### config.mk
export PLATFORM = sky130hd
export DESIGN_NAME = add_sub_pipe
export DESIGN_NICKNAME = d
export VERILOG_FILES = /design/src/rtl/add_sub_pipe.sv
export SDC_FILE = /design/constraint.sdc
export NUM_CORES = 1
export LEC_CHECK = 0
export BUFFER_PORTS_ARGS = -buffer_cell sky130_fd_sc_hd__buf_2
export CAP_MARGIN = 25
export CORE_ASPECT_RATIO = 0.75
export CORE_MARGIN = 2
export CORE_UTILIZATION = 47
export DETAILED_ROUTE_END_ITERATION = 7
export GPL_TIMING_DRIVEN = 0
export PLACE_DENSITY = 0.72
export SLEW_MARGIN = 10
export SYNTH_ARGS = -nofsm -noshare
export SYNTH_HDL_FRONTEND = slang
export SYNTH_SLANG_ARGS = --single-unit
### constraint.sdc
create_clock -name clock -period 2.1 [get_ports clock]
set_clock_uncertainty 0.1 [all_clocks]
set_input_delay 0.21 -clock clock [delete_from_list [all_inputs] [get_ports clock]]
set_output_delay 0.21 -clock clock [all_outputs]
set_load 0.05 [all_outputs]
### src/rtl/add_sub_pipe.sv
`default_nettype none
// +----------------------------------------------------------------------------+
// | Module      : add_sub_pipe                                                 |
// | Description : Pipelined integer adder/subtractor. The carry chain is cut   |
// |               into STAGES equal slices and one slice is added per stage.   |
// |               Valid/ready on both sides, one result per cycle when the     |
// |               consumer keeps up. Produces result, carry/borrow, signed     |
// |               overflow and zero flags.                                     |
// | Options     : `define ADD_PIPE_SAT_EN adds input 'sat'. When sat=1 and the |
// |               result overflows, Out clamps to the signed max/min.          |
// | Ports       : clock, reset_n (async, active-low)                           |
// |               in_valid/in_ready, In1 (A), In2 (B), op, carry_in [, sat]    |
// |               out_valid/out_ready, Out, carry_out, overflow, zero          |
// |               op: 00 ADD, 01 SUB, 10 ADC, 11 SBB                           |
// | Revision    : 1.0 - initial pipelined release                             |
// +----------------------------------------------------------------------------+
module add_sub_pipe #(
  parameter int WIDTH  = 8,
  parameter int STAGES = 2
) (
  input  logic             clock,
  input  logic             reset_n,
  input  logic             in_valid,
  output logic             in_ready,
  input  logic [WIDTH-1:0] In1,
  input  logic [WIDTH-1:0] In2,
  input  logic [1:0]       op,
  input  logic             carry_in,
`ifdef ADD_PIPE_SAT_EN
  input  logic             sat,
`endif
  output logic             out_valid,
  input  logic             out_ready,
  output logic [WIDTH-1:0] Out,
  output logic             carry_out,
  output logic             overflow,
  output logic             zero
);

  localparam int c_SLICE = WIDTH / STAGES;

  // Whole pipeline moves together: it advances whenever the output register
  // is empty or is being drained this cycle.
  logic             w_adv;
  logic [WIDTH-1:0] w_bp;
  logic             w_c0;

  // Per-stage registers. r_acc holds finished sum slices in its low bits and
  // the not-yet-added A slices in its high bits; r_bp carries B' forward.
  logic             r_v   [STAGES];
  logic [WIDTH-1:0] r_acc [STAGES];
  logic [WIDTH-1:0] r_bp  [STAGES];
  logic             r_c   [STAGES];
  logic             r_sub [STAGES];
`ifdef ADD_PIPE_SAT_EN
  logic             r_sat [STAGES];
`endif
  logic             r_ovf;
  logic             r_zero;

  // Inputs seen by each stage: the ports for stage 0, the previous stage's
  // registers otherwise.
  logic             w_src_v   [STAGES];
  logic [WIDTH-1:0] w_src_acc [STAGES];
  logic [WIDTH-1:0] w_src_bp  [STAGES];
  logic             w_src_c   [STAGES];
  logic             w_src_sub [STAGES];
`ifdef ADD_PIPE_SAT_EN
  logic             w_src_sat [STAGES];
`endif

  assign w_adv    = !r_v[STAGES-1] || out_ready;
  assign in_ready = w_adv;

  // op[0] selects subtraction (invert B), op[1] selects use of carry_in.
  assign w_bp = op[0] ? ~In2 : In2;
  assign w_c0 = op[1] ? (carry_in ^ op[0]) : op[0];

  for (genvar k = 0; k < STAGES; k++) begin : g_stage
    localparam int c_LO = k * c_SLICE;

    logic [c_SLICE:0] w_add;
    logic [WIDTH-1:0] w_nxt_acc;

    if (k == 0) begin : g_head
      assign w_src_v[k]   = in_valid;
      assign w_src_acc[k] = In1;
      assign w_src_bp[k]  = w_bp;
      assign w_src_c[k]   = w_c0;
      assign w_src_sub[k] = op[0];
`ifdef ADD_PIPE_SAT_EN
      assign w_src_sat[k] = sat;
`endif
    end else begin : g_body
      assign w_src_v[k]   = r_v[k-1];
      assign w_src_acc[k] = r_acc[k-1];
      assign w_src_bp[k]  = r_bp[k-1];
      assign w_src_c[k]   = r_c[k-1];
      assign w_src_sub[k] = r_sub[k-1];
`ifdef ADD_PIPE_SAT_EN
      assign w_src_sat[k] = r_sat[k-1];
`endif
    end

    assign w_add = {1'b0, w_src_acc[k][c_LO +: c_SLICE]}
                 + {1'b0, w_src_bp[k][c_LO +: c_SLICE]}
                 + {{c_SLICE{1'b0}}, w_src_c[k]};

    always_comb begin
      w_nxt_acc                   = w_src_acc[k];
      w_nxt_acc[c_LO +: c_SLICE]  = w_add[c_SLICE-1:0];
    end

    if (k == STAGES - 1) begin : g_tail
      logic             w_a_msb;
      logic             w_b_msb;
      logic             w_ovf;
      logic [WIDTH-1:0] w_res;

      // The MSB slice is added here, so A and B' MSBs are still intact in
      // the forwarded operand bits.
      assign w_a_msb = w_src_acc[k][WIDTH-1];
      assign w_b_msb = w_src_bp[k][WIDTH-1];
      assign w_ovf   = (w_a_msb == w_b_msb) && (w_add[c_SLICE-1] != w_a_msb);

      always_comb begin
        w_res = w_nxt_acc;
`ifdef ADD_PIPE_SAT_EN
        if (w_src_sat[k] && w_ovf) begin
          w_res = w_a_msb ? {1'b1, {(WIDTH-1){1'b0}}} : {1'b0, {(WIDTH-1){1'b1}}};
        end
`endif
      end

      always_ff @(posedge clock or negedge reset_n) begin
        if (!reset_n) begin
          r_v[k]   <= 1'b0;
          r_acc[k] <= '0;
          r_c[k]   <= 1'b0;
          r_ovf    <= 1'b0;
          r_zero   <= 1'b0;
        end else if (w_adv) begin
          r_v[k]   <= w_src_v[k];
          r_acc[k] <= w_res;
          // For subtraction the raw carry is "no borrow", so invert it.
          r_c[k]   <= w_add[c_SLICE] ^ w_src_sub[k];
          r_ovf    <= w_ovf;
          r_zero   <= (w_res == '0);
        end
      end
    end else begin : g_mid
      always_ff @(posedge clock or negedge reset_n) begin
        if (!reset_n) begin
          r_v[k]   <= 1'b0;
          r_acc[k] <= '0;
          r_bp[k]  <= '0;
          r_c[k]   <= 1'b0;
          r_sub[k] <= 1'b0;
`ifdef ADD_PIPE_SAT_EN
          r_sat[k] <= 1'b0;
`endif
        end else if (w_adv) begin
          r_v[k]   <= w_src_v[k];
          r_acc[k] <= w_nxt_acc;
          r_bp[k]  <= w_src_bp[k];
          r_c[k]   <= w_add[c_SLICE];
          r_sub[k] <= w_src_sub[k];
`ifdef ADD_PIPE_SAT_EN
          r_sat[k] <= w_src_sat[k];
`endif
        end
      end
    end
  end

  assign out_valid = r_v[STAGES-1];
  assign Out       = r_acc[STAGES-1];
  assign carry_out = r_c[STAGES-1];
  assign overflow  = r_ovf;
  assign zero      = r_zero;

endmodule
`default_nettype wire

==> flow_results.xml <==
<?xml version="1.0" encoding="UTF-8"?>
<metrics>
  <group name="routing">
    <metric name="dr_wl_met2" unit="um">1170</metric>
    <metric name="drc" unit="">0</metric>
    <metric name="detailroute.wirelength.met3" unit="um">140</metric>
    <metric name="wl_met1" unit="um">1210</metric>
    <metric name="detail_route.wirelength" unit="um">2580</metric>
    <metric name="count_of_antenna_violating_nets_left_after_detailed_routing" unit="">0</metric>
    <metric name="detailedRoute.firstPassIterationCount" unit="">4</metric>
    <metric name="routed_wire_length_per_instance" unit="um">11.6</metric>
    <metric name="first_iter_violations" unit="">63</metric>
    <metric name="maxUsedRoutingLayer" unit="">met4</metric>
    <metric name="routed_via_density" unit="">4.76</metric>
    <metric name="detailroute.via_count" unit="">1062</metric>
  </group>
  <group name="sta">
    <metric name="finalHoldViolations" unit="">0</metric>
    <metric name="fin_setup_tns" unit="ns">0</metric>
    <metric name="max_freq" unit="GHz">0.497</metric>
    <metric name="final_critical_path_setup_slack" unit="ns">0.0870</metric>
    <metric name="fin_crit" unit="ns">2.01</metric>
    <metric name="finalCritPeriodShare" unit="%">95.9</metric>
    <metric name="finalMaxSlewViolations" unit="">0</metric>
    <metric name="setup_viol_count_final" unit="">0</metric>
    <metric name="slew_at_the_pin_closest_to_its_max_slew_limit" unit="ns">0.584</metric>
    <metric name="relSlewSlack" unit="%">61.1</metric>
  </group>
  <group name="final_layout">
    <metric name="fill_cells" unit="">259</metric>
    <metric name="insertedDiodeCount" unit="">0</metric>
    <metric name="final_cells" unit="">223</metric>
    <metric name="post_route_cells_drive_above_1_share" unit="%">29.2</metric>
    <metric name="final_cell_area_excluding_filler_cells" unit="sq mm">0.00170</metric>
    <metric name="area.growth.synth_to_final" unit="%">20.0</metric>
    <metric name="finish.net_count" unit="">219</metric>
  </group>
  <group name="clocking">
    <metric name="cts_post_setup_buffers_inserted" unit="">0</metric>
    <metric name="tritoncts_buffer_count" unit="">3</metric>
    <metric name="htree_levels" unit="">1</metric>
    <metric name="clockBufferDepth" unit="">2</metric>
    <metric name="clock_latency_reported_for_the_late_side_of_the_worst_skew_pair" unit="ns">0.27</metric>
    <metric name="tritoncts" unit="">done</metric>
    <metric name="cts.sinks" unit="">27</metric>
    <metric name="cts.root.buffer_cell" unit="">clkbuf_8</metric>
    <metric name="clk_transition_reported_paths" unit="ns">0.09</metric>
  </group>
  <group name="pwr">
    <metric name="power.static_leakage" unit="nW">0.882</metric>
    <metric name="p_per_area" unit="mW/mm^2">1130</metric>
    <metric name="finalPower" unit="mW">1.92</metric>
    <metric name="ir_drop_worst_case_vdd" unit="mV">0.420</metric>
  </group>
  <group name="synthesis">
    <metric name="ys_ff_latch" unit="">27</metric>
    <metric name="syn_area_per_cell" unit="sq um">9.71</metric>
    <metric name="synth_most_common_cell" unit="">nand2_1</metric>
    <metric name="yosys-top-cells-area" unit="">dfrtp_1, nand2_1, fa_1</metric>
    <metric name="total_of_warnings_raised_by_yosys" unit="">0</metric>
    <metric name="syn_area" unit="sq mm">0.00142</metric>
    <metric name="synth_nets" unit="">179</metric>
    <metric name="dominant_synthesized_flop_cell" unit="">dfrtp_1</metric>
    <metric name="async_flop_share" unit="%">100</metric>
    <metric name="sequential_element_share_of_the_synthesized_area" unit="%">47.7</metric>
    <metric name="synth_top_area_share" unit="%">47.7</metric>
    <metric name="synthTopCellsByCount" unit="">nand2_1, dfrtp_1, buf_4</metric>
    <metric name="number_of_flops_mapped_to_enable_cells_by_yosys" unit="">0</metric>
    <metric name="netlist_instances" unit="">146</metric>
    <metric name="yosysUniqueCellTypes" unit="">21</metric>
    <metric name="netlist.top_cell.by_area" unit="">dfrtp_1</metric>
  </group>
  <group name="worst_setup_path">
    <metric name="crit_required" unit="ns">2.15</metric>
    <metric name="cp-start-kind" unit="">flip-flop</metric>
    <metric name="cp_num_buf_inv" unit="">0</metric>
    <metric name="path_delay_family" unit="">adder cells</metric>
    <metric name="timing.critical_path.slowest_stage_cell" unit="">dfrtp_1</metric>
    <metric name="setup.worst_path.class" unit="">reg2reg</metric>
    <metric name="worstPathMaxFanout" unit="">2</metric>
    <metric name="crit_path_max_incr_delay" unit="ns">0.42</metric>
    <metric name="worst_r2r_startpoint" unit="">r_acc[12]$_DFFE_PN0P_</metric>
    <metric name="crit_top_cell" unit="">fa_2</metric>
    <metric name="critical_path.cell_chain" unit="">fa_2 -&gt; fa_2 -&gt; a21o_1 -&gt; a21oi_2 -&gt; xor2_1 -&gt; o21ai_0</metric>
    <metric name="r2r.worst_path.cells" unit="">6</metric>
    <metric name="setup.reg_to_reg.worst_slack" unit="ns">0.09</metric>
    <metric name="cp-end-kind" unit="">flip-flop</metric>
    <metric name="cp.arrival" unit="ns">2.06</metric>
    <metric name="endpoint_of_the_worst_slack_reg_to_reg_timing_path" unit="">carry_out$_DFFE_PN0P_</metric>
  </group>
  <group name="place">
    <metric name="gpl.final_weighted_congestion" unit="">0.821</metric>
    <metric name="hpwlAfterDp" unit="um">2030</metric>
    <metric name="number_of_cells_in_the_design_after_placement" unit="">218</metric>
    <metric name="dpl-instance-area" unit="sq mm">0.00164</metric>
    <metric name="detailedPlace.worstSlack" unit="ns">-0.0665</metric>
    <metric name="io_buffer_count" unit="">34</metric>
  </group>
  <group name="floorplanning">
    <metric name="coreArea" unit="sq mm">0.00291</metric>
    <metric name="rows" unit="">17</metric>
    <metric name="fp.dieW" unit="um">67.4</metric>
    <metric name="ioPinCount" unit="">36</metric>
    <metric name="dieArea" unit="sq mm">0.00348</metric>
    <metric name="starting_density_of_the_core" unit="%">48.6</metric>
    <metric name="dieHeight" unit="um">51.6</metric>
  </group>
  <group name="min_path">
    <metric name="min-delay-start" unit="">In1[5]</metric>
    <metric name="hold_end" unit="">r_acc[13]$_DFFE_PN0P_</metric>
    <metric name="hold-path-cell-count" unit="">3</metric>
    <metric name="worstHoldPathType" unit="">in2reg</metric>
  </group>
  <group name="global_routing">
    <metric name="global_route.usage.total" unit="%">17.4</metric>
    <metric name="global_route_overflow" unit="">0</metric>
    <metric name="first_global_vias" unit="">1014</metric>
    <metric name="grt_antenna_before_repair" unit="">0</metric>
    <metric name="grt_first_pass_wirelength" unit="um">4460</metric>
    <metric name="grt_start_max_net_pins" unit="">28</metric>
  </group>
  <group name="outcome">
    <metric name="status" unit="">finished clean</metric>
  </group>
  <group name="run">
    <metric name="maxCapViolations" unit="">0</metric>
  </group>
</metrics>
sequential cells by signal, indices dropped and copies added (netlist names):
register and flops:
r_sub 1, r_c 1, g_stage.g_tail.w_b_msb 1, overflow 1, Out 8, r_v 1, carry_out 1, zero 1
g_stage.g_tail.w_a_msb 1, r_bp 3, g_stage.g_tail.w_res 4, r_acc 3, out_valid 1
per-stage QoR:
stage	hold slack, ns	util [%]
CTS	0.0261	58.1
finish	0.0324	58.4
global placement	0.131	56.1
floorplan	-0.186	-
detailed placement	0.142	56.1
global route	0.0393	58.4
power breakdown:
| group | leakage, nW | internal, mW | switching, mW |
|---|---|---|---|
| Sequential | 0.326 | 0.657 | 0.0884 |
| Clock | 0.0228 | 0.136 | 0.153 |
| Combinational | 0.533 | 0.317 | 0.567 |
worst max-delay path by stage:
stage | from | to | slack, ns | cells after the start
final | r_acc[12]$_DFFE_PN0P_ | carry_out$_DFFE_PN0P_ | 0.09 | 6
after global routing | r_acc[12]$_DFFE_PN0P_ | carry_out$_DFFE_PN0P_ | -0.002 | 6
after CTS | r_acc[12]$_DFFE_PN0P_ | carry_out$_DFFE_PN0P_ | 0.01 | 6
after detailed placement | op[0] | r_c[1]$_DFFE_PN0P_ | -0.07 | 7
after global placement | op[0] | r_c[1]$_DFFE_PN0P_ | -0.04 | 7
after floorplan | op[0] | r_c[1]$_DFFE_PN0P_ | 0.09 | 7
layout make-up:
cell class	instances	area [sq um]	area share, %
sequential	27	676	39.7
clock buffer	4	45.0	2.65
multi-input combinational	103	653	38.4
inverter	1	3.75	0.221
timing repair buffer	35	183	10.7
tap	38	47.5	2.79
buffer	15	93.8	5.51
layout by cell type, fill, tap and decap left out, drive strengths merged:
cell / Yosys / layout
nor2: 1 / 1
or4: 1 / 1
ha: 6 / 6
a21o: 4 / 4
clkbuf: 3 / 8
o21ai: 8 / 8
a22o: 1 / 1
a21oi: 5 / 5
o31ai: 1 / 1
buf: 12 / 45
xor2: 8 / 8
nor4: 1 / 1
nor2b: 1 / 1
dfrtp: 27 / 27
nand2b: 1 / 1
nand2: 53 / 53
fa: 4 / 4
inv: 1 / 1
dlygate4sd3: 0 / 1
xnor2: 7 / 7
o21a: 1 / 1
worst reg2reg max path, stage by stage (launching register included):
cell	delay [ns]
dfrtp_1	0.42
fa_2	0.41
fa_2	0.36
a21o_1	0.19
a21oi_2	0.15
xor2_1	0.15
o21ai_0	0.11
timing repair:
item                                   CTS  global route
hold buffers                             1             0
resized for setup                        1             3
endpoints found under the hold margin   27             0
setup endpoints to repair                1             2
pin swaps                                0             0
layer usage:
layer | vias up | track usage [%]
li1 | 536 | -
met1 | 480 | 24.2
met2 | 40 | 27.6
met3 | 6 | 1.95
met4 | 0 | 8.16
met5 | - | 0
cells by family after synthesis:
group	Yosys count	share of synthesized area (%)
buffers and inverters	16	6.88
xor gates and xnor gates	15	9.27
adders and majority gates	10	10.9
AOI/OAI and AO/OA	20	8.39
and+or+nand+nor	58	16.9
DFF	27	47.7
Note: power is estimated with default switching activity, not from simulation.
